===== src/rtl/apb2axi_pkg.sv =====
// Shared types and AXI encodings for the APB3-to-AXI4 bridge.
package apb2axi_pkg;

    // Bridge sequencing states.
    typedef enum logic [2:0] {
        IDLE    = 3'd0,
        WR_REQ  = 3'd1,
        WR_RESP = 3'd2,
        RD_REQ  = 3'd3,
        RD_RESP = 3'd4,
        DONE    = 3'd5
    } state_e;

    localparam logic [1:0] AXI_BURST_INCR  = 2'b01;
    localparam logic [2:0] AXI_SIZE_4B     = 3'b010;

    localparam logic [1:0] AXI_RESP_OKAY   = 2'b00;
    localparam logic [1:0] AXI_RESP_EXOKAY = 2'b01;
    localparam logic [1:0] AXI_RESP_SLVERR = 2'b10;
    localparam logic [1:0] AXI_RESP_DECERR = 2'b11;

    // EXOKAY is treated as success; SLVERR and DECERR report PSLVERR.
    function automatic logic resp_is_error(input logic [1:0] resp);
        case (resp)
            AXI_RESP_OKAY, AXI_RESP_EXOKAY: return 1'b0;
            default:                        return 1'b1;
        endcase
    endfunction

endpackage


===== src/rtl/apb2axi32.sv =====
// APB3 slave to AXI4 master bridge: each APB access becomes one single-beat
// 32-bit AXI transaction, and the APB access is held in wait states until the
// AXI response returns.
//
// Handshake rules: a transfer happens on a rising ACLK edge where VALID and
// READY are both 1. VALID outputs are raised from registered state, are never
// withdrawn before their handshake, and the payload (address, data) stays
// stable while VALID is high. READY outputs are decoded from state only.
module apb2axi32
    import apb2axi_pkg::*;
#(
    parameter int                          AXI4_ADDRESS_WIDTH = 32,
    parameter int                          AXI4_ID_WIDTH      = 16,
    parameter int                          AXI4_USER_WIDTH    = 10,
    parameter int                          APB_ADDR_WIDTH     = 32,
    parameter logic [AXI4_ID_WIDTH-1:0]    AXI_ID             = '0,
    parameter logic [2:0]                  AXI_PROT           = 3'b000
) (
    input  logic                          ACLK,
    input  logic                          ARESETn,

    // APB slave side
    input  logic                          PSEL,
    input  logic                          PENABLE,
    input  logic                          PWRITE,
    input  logic [APB_ADDR_WIDTH-1:0]     PADDR,
    input  logic [31:0]                   PWDATA,
    output logic [31:0]                   PRDATA,
    output logic                          PREADY,
    output logic                          PSLVERR,

    // AXI write address
    output logic [AXI4_ID_WIDTH-1:0]      AWID,
    output logic [AXI4_ADDRESS_WIDTH-1:0] AWADDR,
    output logic [7:0]                    AWLEN,
    output logic [2:0]                    AWSIZE,
    output logic [1:0]                    AWBURST,
    output logic                          AWLOCK,
    output logic [3:0]                    AWCACHE,
    output logic [2:0]                    AWPROT,
    output logic [3:0]                    AWREGION,
    output logic [3:0]                    AWQOS,
    output logic [AXI4_USER_WIDTH-1:0]    AWUSER,
    output logic                          AWVALID,
    input  logic                          AWREADY,

    // AXI write data
    output logic [31:0]                   WDATA,
    output logic [3:0]                    WSTRB,
    output logic                          WLAST,
    output logic [AXI4_USER_WIDTH-1:0]    WUSER,
    output logic                          WVALID,
    input  logic                          WREADY,

    // AXI write response
    input  logic [AXI4_ID_WIDTH-1:0]      BID,
    input  logic [1:0]                    BRESP,
    input  logic [AXI4_USER_WIDTH-1:0]    BUSER,
    input  logic                          BVALID,
    output logic                          BREADY,

    // AXI read address
    output logic [AXI4_ID_WIDTH-1:0]      ARID,
    output logic [AXI4_ADDRESS_WIDTH-1:0] ARADDR,
    output logic [7:0]                    ARLEN,
    output logic [2:0]                    ARSIZE,
    output logic [1:0]                    ARBURST,
    output logic                          ARLOCK,
    output logic [3:0]                    ARCACHE,
    output logic [2:0]                    ARPROT,
    output logic [3:0]                    ARREGION,
    output logic [3:0]                    ARQOS,
    output logic [AXI4_USER_WIDTH-1:0]    ARUSER,
    output logic                          ARVALID,
    input  logic                          ARREADY,

    // AXI read data
    input  logic [AXI4_ID_WIDTH-1:0]      RID,
    input  logic [31:0]                   RDATA,
    input  logic [1:0]                    RRESP,
    input  logic                          RLAST,
    input  logic [AXI4_USER_WIDTH-1:0]    RUSER,
    input  logic                          RVALID,
    output logic                          RREADY,

    // Debug view of the sequencer
    output state_e                        fsm_state
);

    logic [AXI4_ADDRESS_WIDTH-1:0] addr_q;
    logic [31:0]                   wdata_q;
    logic                          aw_done;
    logic                          w_done;
    logic                          aw_hs;
    logic                          w_hs;
    logic                          unused_inputs;

    // Single-beat, full-word, fixed-attribute transactions only.
    assign AWID     = AXI_ID;
    assign AWADDR   = addr_q;
    assign AWLEN    = 8'd0;
    assign AWSIZE   = AXI_SIZE_4B;
    assign AWBURST  = AXI_BURST_INCR;
    assign AWLOCK   = 1'b0;
    assign AWCACHE  = 4'd0;
    assign AWPROT   = AXI_PROT;
    assign AWREGION = 4'd0;
    assign AWQOS    = 4'd0;
    assign AWUSER   = '0;

    assign WDATA    = wdata_q;
    assign WSTRB    = 4'hF;
    assign WLAST    = 1'b1;
    assign WUSER    = '0;

    assign ARID     = AXI_ID;
    assign ARADDR   = addr_q;
    assign ARLEN    = 8'd0;
    assign ARSIZE   = AXI_SIZE_4B;
    assign ARBURST  = AXI_BURST_INCR;
    assign ARLOCK   = 1'b0;
    assign ARCACHE  = 4'd0;
    assign ARPROT   = AXI_PROT;
    assign ARREGION = 4'd0;
    assign ARQOS    = 4'd0;
    assign ARUSER   = '0;

    assign aw_hs = AWVALID & AWREADY;
    assign w_hs  = WVALID & WREADY;

    // Response IDs, user bits and RLAST carry no information for single-beat
    // transactions issued with a constant ID.
    assign unused_inputs = ^{BID, BUSER, RID, RLAST, RUSER};

    // Sequencer: captures the APB setup phase, drives the AXI channels and
    // completes the APB access with a one-cycle PREADY.
    always_ff @(posedge ACLK or negedge ARESETn) begin
        if (!ARESETn) begin
            fsm_state <= IDLE;
            addr_q    <= '0;
            wdata_q   <= '0;
            aw_done   <= 1'b0;
            w_done    <= 1'b0;
            AWVALID   <= 1'b0;
            WVALID    <= 1'b0;
            BREADY    <= 1'b0;
            ARVALID   <= 1'b0;
            RREADY    <= 1'b0;
            PREADY    <= 1'b0;
            PSLVERR   <= 1'b0;
            PRDATA    <= '0;
        end else begin
            PREADY <= 1'b0;
            case (fsm_state)
                IDLE: begin
                    // Only a genuine setup phase starts an access.
                    if (PSEL && !PENABLE) begin
                        addr_q  <= AXI4_ADDRESS_WIDTH'(PADDR);
                        wdata_q <= PWDATA;
                        if (PWRITE) begin
                            fsm_state <= WR_REQ;
                            AWVALID   <= 1'b1;
                            WVALID    <= 1'b1;
                        end else begin
                            fsm_state <= RD_REQ;
                            ARVALID   <= 1'b1;
                        end
                    end
                end

                WR_REQ: begin
                    // AW and W retire independently; leave once both have.
                    if (aw_hs) begin
                        AWVALID <= 1'b0;
                        aw_done <= 1'b1;
                    end
                    if (w_hs) begin
                        WVALID <= 1'b0;
                        w_done <= 1'b1;
                    end
                    if ((aw_done || aw_hs) && (w_done || w_hs)) begin
                        fsm_state <= WR_RESP;
                        BREADY    <= 1'b1;
                        aw_done   <= 1'b0;
                        w_done    <= 1'b0;
                    end
                end

                WR_RESP: begin
                    if (BVALID) begin
                        fsm_state <= DONE;
                        BREADY    <= 1'b0;
                        PSLVERR   <= resp_is_error(BRESP);
                        PREADY    <= 1'b1;
                    end
                end

                RD_REQ: begin
                    if (ARREADY) begin
                        fsm_state <= RD_RESP;
                        ARVALID   <= 1'b0;
                        RREADY    <= 1'b1;
                    end
                end

                RD_RESP: begin
                    if (RVALID) begin
                        fsm_state <= DONE;
                        RREADY    <= 1'b0;
                        PRDATA    <= RDATA;
                        PSLVERR   <= resp_is_error(RRESP);
                        PREADY    <= 1'b1;
                    end
                end

                DONE: begin
                    fsm_state <= IDLE;
                end

                default: begin
                    fsm_state <= IDLE;
                end
            endcase
        end
    end

endmodule


===== config.mk =====
export PLATFORM = sky130hd
export DESIGN_NAME = apb2axi32
export DESIGN_NICKNAME = d
export VERILOG_FILES = /design/src/rtl/apb2axi_pkg.sv /design/src/rtl/apb2axi32.sv
export SDC_FILE = /design/constraint.sdc
export NUM_CORES = 1
export LEC_CHECK = 0
export BUFFER_PORTS_ARGS = -buffer_cell sky130_fd_sc_hd__buf_2
export CAP_MARGIN = 20
export CORE_AREA = 3 3 164 166
export DETAILED_ROUTE_END_ITERATION = 12
export DIE_AREA = 0 0 167 169
export GPL_ROUTABILITY_DRIVEN = 0
export RECOVER_POWER = 25
export SLEW_MARGIN = 30
export SYNTH_ARGS = -nofsm -noshare
export SYNTH_HDL_FRONTEND = slang
export SYNTH_SLANG_ARGS = --single-unit

===== constraint.sdc =====
create_clock -name ACLK -period 1.7 [get_ports ACLK]
set_clock_uncertainty 0.05 [all_clocks]
set_input_delay 0.34 -clock ACLK [delete_from_list [all_inputs] [get_ports ACLK]]
set_output_delay 0.34 -clock ACLK [all_outputs]
set_load 0.02 [all_outputs]

* Word level (Yosys, flattened, before mapping) *
Cells that the tools add are included.

word-level totals
  output and inout port bits = 263
  register bits after elaboration = 108
  input bits = 163
  word-level logic and storage cells = 93

operators by class
  multiplexer cells = 35
  bitwise logic cells = 2
  eq/ne operators = 15
  reduce and logical (&&, ||, !) cells = 28

operator list
  cell                  count
  $mux W1               21
  $ne A2 B2 Y1 const B  9
  $mux W3               5
  $pmux W3 S5           1
  $pmux W1 S2           7
  $reduce_bool A2 Y1    7
  $reduce_and A4 Y1     3
  $reduce_and A3 Y1     3
  $reduce_and A2 Y1     4
  $eq A3 B2 Y1 const B  2
  $reduce_and A5 Y1     1
  $eq A2 B1 Y1 const B  2
  $logic_not A2 Y1      2
  $reduce_or A2 Y1      2
  $eq A3 B1 Y1 const B  1
  $eq A3 B3 Y1 const B  1
  $logic_not A3 Y1      1
  $and A1 B1 Y1         2
  $logic_and A1 B1 Y1   2
  $logic_or A1 B1 Y1    2
  $mux W2               1
  $logic_not A1 Y1      1

* Longest topological paths before layout *
Gate-level depths: netlist of the first run.

  depth after elaboration = 5
  mapped depth = 5
  gate-level depth less buffers = 3

* Worst setup path after synthesis of the first run *
OpenSTA, ideal clock, no wires.

  kind = reg2reg
  start point = reg fsm_state[2]
  end point = reg wdata_q[0], in the netlist WDATA[0]
  slack = -0.072 ns
  cell stages (with the launch flop) = 6
  buffers on the path = 3
  setup time = 0.127 ns
  data arrival time = 1.594 ns
  required time = 1.523 ns
  clock period less this slack = 1.772 ns
  cell sequence = dfrtp_1 -> buf_4 -> nor4_4 -> buf_4 -> buf_6 -> mux2_1

between the ends
  cells in the longest elaborated chain, start to end = 2

RTL lines
  item                                line              source
  start: declaration                  apb2axi32.sv:87   output state_e fsm_state
  start signal: assignment            apb2axi32.sv:139  fsm_state <= IDLE;
  start signal: assignment            apb2axi32.sv:161  fsm_state <= WR_REQ;
  start signal: assignment            apb2axi32.sv:165  fsm_state <= RD_REQ;
  $logic_not A3 Y1                    apb2axi32.sv:154  case (fsm_state)
  $reduce_and A2 Y1 (no source line)  -
  end signal: assignment              apb2axi32.sv:141  wdata_q <= '0;
  end signal: assignment              apb2axi32.sv:159  wdata_q <= PWDATA;
  end: declaration                    apb2axi32.sv:91   logic [31:0] wdata_q;

No other way between the ends.
A chain may end at the register's enable or synchronous reset.

* Worst setup path in the final report of the first run *
  start point = reg fsm_state[0]
  end point = reg addr_q[8], in the netlist ARADDR[8]

between the ends
  cells in the longest elaborated chain, start to end = 2

RTL lines
  item                                line              source
  $logic_not A3 Y1                    apb2axi32.sv:154
  $reduce_and A2 Y1 (no source line)  -
  end signal: assignment              apb2axi32.sv:158  addr_q <= AXI4_ADDRESS_WIDTH'(PADDR);
  end: declaration                    apb2axi32.sv:90   logic [AXI4_ADDRESS_WIDTH-1:0] addr_q;

No other way between the ends.

==> out/results.ini, run 1 <==
[pwr]
leakagePower_nw=3.501
power_density_nw_per_um2=1905
ir_worst_vdd_mv=0.6533

[global_routing]
grt_pass1_vias=3375
grt_pass1_wl_um=18210
grt_max_degree=40
grt_use_total_pct=8.129
grt-ovfl-total=0
antenna_found_initial=1

[floorplan]
row_count=59
dieArea_um2=28220
start_util_pct=20.86
num_io_pins=426
die-width_um=167
design.core.area_um2=25760
die_y_um=169

[worst_hold_path]
min-delay-start=PWDATA[14]
min_path_cells=2
hold_path_class=in2reg
hold_end=WDATA[14]

[clock_tree]
numCtsBuffers=9
cts_buffer_depth=2
root_buffer=clkbuf_16
clkLatencyLatePin_ns=0.35
cts.clk_slew.worst_paths_ns=0.08
cts.sinks=108
cts_tree=yes
htreeDepth=3

[cells_and_area]
drive_gt1_share_pct=51.83
layout_commonest_cell=buf_2
layout_common_cells=buf_2 (244), conb_1 (125), dfrtp_1 (106)
antenna_cells=0
multi_input_area_um2=1858
seq_area_um2=2705
utilization_pct=26.07
layout.nets=812
area_growth_pct=24.95
nFillCells=2705

[route]
routedWlPerCell_um=12.17
vias=3433
antenna_left=0
firstDrtPassIters=4
wirelength_um=12040
viasPerCell=3.471
wl_met2_um=6246
drcViolationCount=0
met3_length_um=1216
maxUsedRoutingLayer=met5
wl_met1_um=4438
drt_first_iter_violations=108

[setup_path]
r2r_end=ARADDR[8]
cp.required_ns=1.89
cp.arrival_ns=1.84
crit_chain=nor4_4 > buf_4 > buf_12 > mux2_2
worst_setup_path_end_kind=flip-flop
critPathLaunchType=flip-flop
critical_path_class=reg2reg
r2r_start=fsm_state[0]
reg2regPathDepth=4
reg2reg_slack_ns=0.05
crit_fanout=16
slowest_stage=dfrtp_2
critPathMaxStageDelay_ns=0.42

[placed_design]
place_ws_ns=-0.2685
hpwl_um=9586
numPortBuffers=245

[timing]
tightestPinTransition_ns=0.5882
slew_headroom_pct=60.79
setup_viol=0
slew_violations=0
fmax_mhz=606.7
fin_crit_sh_pct=96.95
setup_ws_ns=0.05177
rsz0062_at_grt=yes
whs_ns=0.1454
hold_violations=0
min_period_ns=1.648

[job]
max_cap_violations=0

[synthesis]
synth.distinct_cells=33
yosysSeqAreaShare_pct=50.28
async_reset_ff_share_pct=100.0
synth_area_per_cell_um2=12.71
syn-instance-count=423
synth_edf_count=0
synthFlopType=dfrtp_1
yosys_warnings=0
ys_ff_latch=108
syn_area_um2=5375

[run_status]
status=finished clean

how the worst max path moves through the flow:
| stage | slack, ns | from | cells past startpoint | end |
|---|---|---|---|---|
| floorplan | 0.02 | fsm_state[0] | 5 | WDATA[0] |
| global placement | -0.27 | PENABLE | 6 | ARADDR[11] |
| detailed placement | -0.27 | PENABLE | 6 | ARADDR[31] |
| CTS | 0.004 | fsm_state[0] | 4 | WDATA[0] |
| global route | -0.03 | ARESETn | 3 | WDATA[23] |
| finish | 0.05 | fsm_state[0] | 4 | ARADDR[8] |
cells by family (layout without fill, tap and decap cells):
kind of cell | Yosys count | in the layout | synth area share, %
buffers and inverters | 173 | 281 | 23.91
DFF | 108 | 108 | 50.28
muxes | 97 | 97 | 20.30
AOI/OAI and AO/OA | 22 | 22 | 2.817
and+or+nand+nor | 21 | 21 | 2.560
other | 2 | 125 | 0.1397
sequential cells by signal, indices dropped and copies added (netlist names):
signal	cells
ARADDR	32
fsm_state	3
AWVALID	1
w_done	1
WDATA	32
PSLVERR	1
RREADY	1
BREADY	1
PREADY	1
aw_done	1
WVALID	1
ARVALID	1
PRDATA	32
cells in the mapped netlist (2+ instances only):
library cell  number  area share [%]
inv_1              2            0.14
nand4bb_1          2            0.42
mux2_2            58              12
buf_4            159              22
buf_6              4            0.84
a31oi_1            3            0.35
nor2_1             2            0.14
mux2_1            38             8.0
nand2b_1           4            0.47
a22o_1             2            0.33
conb_1             2            0.14
o21ai_0            5            0.47
dfrtp_1          108              50
a21oi_1            3            0.28
buf_2              7            0.65
nand2_1            7            0.49
timing repair:
action	in CTS	in global routing
resized for setup	1	0
hold endpoints to repair	14	0
setup buffers	0	1
hold buffers	1	0
setup endpoints to repair	1	51
through the flow:
step / instance area, um2 / std cells / TNS (ns) / power (mW)
detailed placement: 6410 / 971 / -15.18 / 10.72
floorplan: 5849 / 546 / 0 / 9.111
CTS: 6729 / 988 / 0 / 13.06
global route: 6716 / 989 / -1.577 / 13.65
finish: 6716 / 989 / 0 / 12.79
global placement: 6410 / 971 / -15.89 / 10.61
cell type report:
type / instances / area share, %
well taps: 335 / 6.241
repair buffers: 263 / 21.16
clock inverters: 6 / 1.136
inverters: 2 / 0.1118
multi-input cells: 265 / 27.66
flip-flops and latches: 108 / 40.28
clock buffers: 10 / 3.409
metal layers:
metal / vias up / global-route usage, %
li1: 1585 / -
met1: 1642 / 9.018
met2: 194 / 14.43
met3: 10 / 3.223
met4: 2 / 2.367
met5: - / 0
report_power, final:
group          switching (mW)  leakage, nW  total [mW]  internal, mW
Sequential              0.658         1.31        4.47          3.82
Clock                    1.06        0.150        2.24          1.18
Combinational            3.76         2.05        6.08          2.32
Total                    5.48         3.50        12.8          7.32
critical path, delay by kind of cell, from the launching register on:
| kind | cells | cell delay [ns] |
|---|---|---|
| buffers and inverters | 2 | 0.40 |
| DFF | 1 | 0.42 |
| muxes | 1 | 0.34 |
| and+or+nand+nor | 1 | 0.32 |
Power figures use the tool's default switching activity.
==> run 2, diff against run 1 <==
--- a/config.mk
+++ b/config.mk
@@ -7,11 +7,10 @@
 export LEC_CHECK = 0
 export BUFFER_PORTS_ARGS = -buffer_cell sky130_fd_sc_hd__buf_2
 export CAP_MARGIN = 20
-export CORE_AREA = 3 3 164 166
+export CORE_AREA = 3 3 166 168
 export DETAILED_ROUTE_END_ITERATION = 12
-export DIE_AREA = 0 0 167 169
+export DIE_AREA = 0 0 169 171
 export GPL_ROUTABILITY_DRIVEN = 0
-export RECOVER_POWER = 25
 export SLEW_MARGIN = 30
 export SYNTH_ARGS = -nofsm -noshare
 export SYNTH_HDL_FRONTEND = slang
==> out/results.ini, run 2 (synthesized netlist as in run 1, its figures left out) <==
[setup_path]
slowest_stage=dfrtp_2
critical_path_class=reg2reg
critPathMaxStageDelay_ns=0.43
crit_chain=nor4_4 > buf_6 > clkbuf_16 > clkbuf_16 > mux2_1
cp.required_ns=1.88
worst_setup_path_end_kind=flip-flop
reg2reg_slack_ns=0.05
cp.arrival_ns=1.83
critPathLaunchType=flip-flop
cp_common_cell=clkbuf_16
crit_fanout=9
r2r_start=fsm_state[2]
r2r_end=WDATA[29]
reg2regPathDepth=5

[worst_hold_path]
hold_end=WDATA[28]
min_path_cells=2
hold_path_class=in2reg
min-delay-start=PWDATA[28]

[clock_tree]
root_buffer=clkbuf_16
clkLatencyLatePin_ns=0.34
numCtsBuffers=9
cts.clk_slew.worst_paths_ns=0.08
cts_buffer_depth=2
cts_tree=yes
cts.sinks=108
htreeDepth=3

[route]
wirelength_um=12690
routedWlPerCell_um=12.72
viasPerCell=3.469
vias=3462
firstDrtPassIters=4
drt_first_iter_violations=86
antenna_left=0
drcViolationCount=0

[placed_design]
numPortBuffers=245
placed_area_um2=6425
place_ws_ns=-0.3232
hpwl_um=9752
dp_cells=973

[global_routing]
grt_max_degree=40
grt-ovfl-total=0
antenna_found_initial=0
grt_use_total_pct=7.936
grt_pass1_wl_um=17800
grt_pass1_vias=3222

[cells_and_area]
layout_common_cells=buf_2 (244), conb_1 (125), dfrtp_1 (106)
layout_commonest_cell=buf_2
multi_input_area_um2=1862
finish.instance_area_um2=6883
nFillCells=2756
layout.cells.non_filler=998
drive_gt1_share_pct=52.79
seq_area_um2=2705
layout.nets=821
antenna_cells=0
utilization_pct=26.41
area_growth_pct=28.05

[job]
max_cap_violations=0

[run_status]
status=finished clean

[pwr]
power_frac_clock_pct=17.1
swShare_pct=42.55
power_density_nw_per_um2=1884
net-switching-power_mw=5.516
total_power_mw=12.96
ir_worst_vdd_mv=0.6908
pwr-share-seq_pct=34.6
leakagePower_nw=3.577
intPower_mw=7.448
combPwrFrac_pct=48.3

[floorplan]
start_util_pct=20.63
design.core.area_um2=26060
die-width_um=169
row_count=59
dieArea_um2=28900
die_y_um=171
num_io_pins=426

[timing]
min_period_ns=1.646
slew_violations=0
fmax_mhz=607.7
hold_violations=0
fin_crit_sh_pct=96.80
setup_viol=0
rsz0062_at_grt=yes
setup_ws_ns=0.05445

==> run 2: changes by cell type in the layout (fill, tap and decap cells not counted), moves of 2 or more <==
cell        delta
clkbuf_2       -3
clkbuf_16      +3
buf_6          +3
clkinvlp_4     +2
buf_4          +5
inv_6          -3
==> run 2: worst max-delay path: cells and delay by family (launching register included) <==
family	cells	cell delay, ns
buffers and inverters	3	0.46
DFF	1	0.43
muxes	1	0.32
and+or+nand+nor	1	0.26
==> run 2: repair_timing <==
action / 4_1_cts / 5_1_grt
gates resized for setup: 1 / 5
cloned: 0 / 3
setup endpoints to repair: 24 / 45
buffers inserted: 3 / 2
endpoints found under the hold margin: 22 / 0
hold buffers: 1 / 0
pin swaps: 1 / 0
==> run 2: worst max path at each step <==
| stage | start | to | slack, ns | cells past startpoint |
|---|---|---|---|---|
| final | fsm_state[2] | WDATA[29] | 0.05 | 5 |
| after global routing | fsm_state[2] | ARADDR[18] | -0.006 | 5 |
| after global placement | PENABLE | ARADDR[23] | -0.31 | 6 |
| after floorplan | fsm_state[0] | WDATA[0] | 0.02 | 5 |
| after CTS | fsm_state[2] | ARADDR[26] | 0.006 | 5 |
| after detailed placement | PENABLE | ARADDR[26] | -0.32 | 6 |
==> run 2: power groups by stage <==
stage	sequential (mW)	combinational, mW	clock [mW]
finish	4.49	6.26	2.22
global route	4.71	6.69	2.44
CTS	4.51	6.27	2.36
detailed placement	4.57	6.21	0
global placement	4.50	6.17	0
floorplan	6.07	3.04	0
==> run 2: area by class of cell <==
| type | count | share of cell area, % |
|---|---|---|
| inverter | 2 | 0.1091 |
| multi-input combinational | 265 | 27.05 |
| timing repair buffer | 272 | 22.96 |
| tap | 335 | 6.090 |
| clock inverter | 6 | 1.018 |
| sequential | 108 | 39.30 |
| clock buffer | 10 | 3.472 |
==> run 2: metal layers <==
metal	GRT usage (%)	share of wire, %
met5	0	0
met4	2.435	1.1
met3	2.888	10
met2	13.64	50
met1	9.302	39
==> run 2: stage by stage <==
stage | setup TNS, ns | hold WS [ns]
after floorplan | 0 | -0.005591
after global placement | -17.65 | 0.2409
after detailed placement | -18.20 | 0.2462
after CTS | 0 | 0.1267
after global routing | -0.02868 | 0.1361
final | 0 | 0.1507
==> run 3, diff against run 2 <==
--- a/config.mk
+++ b/config.mk
@@ -6,8 +6,8 @@
 export NUM_CORES = 1
 export LEC_CHECK = 0
 export BUFFER_PORTS_ARGS = -buffer_cell sky130_fd_sc_hd__buf_2
-export CAP_MARGIN = 20
 export CORE_AREA = 3 3 166 168
+export CTS_BUF_LIST = sky130_fd_sc_hd__clkbuf_8
 export DETAILED_ROUTE_END_ITERATION = 12
 export DIE_AREA = 0 0 169 171
 export GPL_ROUTABILITY_DRIVEN = 0
==> out/results.ini, run 3 (synthesized netlist as in run 1, its figures left out) <==
[run_status]
status=finished clean

[route]
viasPerCell=3.478
wirelength_um=12780
vias=3471
drt_first_iter_violations=81
drcViolationCount=0
firstDrtPassIters=4
routedWlPerCell_um=12.81
antenna_left=0

[global_routing]
grt_pass1_vias=3231
grt-ovfl-total=0
grt_use_total_pct=7.907
grt_max_degree=40
grt_pass1_wl_um=17740
antenna_found_initial=0

[timing]
setup_viol=0
rsz0062_at_grt=yes
whs_ns=0.1188
fmax_mhz=602.9
min_period_ns=1.659
slew_violations=0
tns_ns=0
fin_crit_sh_pct=97.57
hold_violations=0

[floorplan]
dieArea_um2=28900
design.core.area_um2=26060
row_count=59
die-width_um=169
num_io_pins=426
start_util_pct=20.63
die_y_um=171

[placed_design]
hpwl_um=9752
numPortBuffers=245

[setup_path]
path_delay_family=buffers and inverters
cp.required_ns=1.92
cp.arrival_ns=1.88
critical_path_class=reg2reg
slowest_stage=dfrtp_2
critPathLaunchType=flip-flop
crit_fanout=10
crit_chain=nor4_4 > buf_6 > buf_12 > clkbuf_16 > mux2_2
critPathMaxStageDelay_ns=0.43
worst_setup_path_end_kind=flip-flop
critical_path_buf_inv_count=3

[cells_and_area]
antenna_cells=0
utilization_pct=26.09
layout_commonest_cell=buf_2
area_growth_pct=26.49
layout.nets=821
nFillCells=2761
layout_common_cells=buf_2 (244), conb_1 (125), dfrtp_1 (106)
drive_gt1_share_pct=52.79

[pwr]
power_density_nw_per_um2=1831
leakagePower_nw=3.538
swShare_pct=43.88
combPwrFrac_pct=50.3
pwr-share-seq_pct=36.0
net-switching-power_mw=5.464
ir_worst_vdd_mv=0.6894
power_frac_clock_pct=13.7
total_power_mw=12.45
intPower_mw=6.988

[clock_tree]
cts_tree=yes
root_buffer=clkbuf_8
cts_buffer_depth=2
clkLatencyLatePin_ns=0.37
numCtsBuffers=9
htreeDepth=3
cts.clk_slew.worst_paths_ns=0.11
cts.sinks=108

[job]
max_cap_violations=0

[worst_hold_path]
hold_path_class=in2reg

run 3: changes by cell type in the layout (fill, tap and decap cells not counted), sizes merged:
cell	before	now
buf	268	267
clkbuf	13	14
run 3: final cells by class:
| type | count | area, um2 | area share [%] |
|---|---|---|---|
| Sequential cell | 108 | 2705 | 39.79 |
| Multi-Input combinational cell | 265 | 1866 | 27.44 |
| Timing Repair Buffer | 272 | 1594 | 23.44 |
| Tap cell | 335 | 419.2 | 6.165 |
| Clock buffer | 10 | 137.6 | 2.024 |
| Clock inverter | 6 | 70.07 | 1.031 |
| Inverter | 2 | 7.507 | 0.1104 |
run 3: layer usage:
| metal | vias up | part of all wire (%) | GRT usage [%] |
|---|---|---|---|
| li1 | 1611 | - | - |
| met1 | 1658 | 39 | 9.245 |
| met2 | 193 | 50 | 13.66 |
| met3 | 9 | 10 | 2.819 |
| met4 | 0 | 1.2 | 2.435 |
| met5 | - | 0 | 0 |
run 3: repair_timing:
action	in CTS	in global routing
setup endpoints to repair	31	61
endpoints found under the hold margin	22	0
pin swaps	1	1
cloned	0	4
hold buffers	1	0
setup buffers	2	2
resized for setup	2	4
run 3: worst paths after layout:
kind | startpoint | end | slack [ns] | cells past startpoint
min reg2reg | WDATA[15] | WDATA[15] | 0.44 | 1
min | PWDATA[2] | WDATA[2] | 0.12 | 2
max reg2reg | fsm_state[0] | ARADDR[16] | 0.04 | 5
max | fsm_state[0] | ARADDR[16] | 0.04 | 5
min in group asynchronous | ARESETn | ARADDR[2] | 0.37 | 2
max in group asynchronous | ARESETn | PRDATA[19] | 0.67 | 3
run 3: power groups by stage:
stage	Combinational (mW)	Clock (mW)	Sequential, mW
6_report	6.27	1.70	4.48
5_1_grt	6.71	1.92	4.70
4_1_cts	6.26	1.84	4.50
3_5_place_dp	6.21	0	4.57
3_3_place_gp	6.17	0	4.50
2_1_floorplan	3.04	0	6.07
run 3: worst register-to-register path: cells and delay by family, from the launching register on:
family        cells  cell delay, ns
buf+inv           3            0.48
mux               1            0.33
flops             1            0.43
simple gates      1            0.26
run 3: through the flow:
| stage | setup slack (ns) | cell area, um2 | cells |
|---|---|---|---|
| 6_report | 0.04126 | 6799 | 998 |
| 5_1_grt | -0.01628 | 6799 | 998 |
| 4_1_cts | -0.01022 | 6669 | 992 |
| 3_5_place_dp | -0.3232 | 6425 | 973 |
| 3_3_place_gp | -0.3114 | 6425 | 973 |
| 2_1_floorplan | 0.01664 | 5849 | 546 |
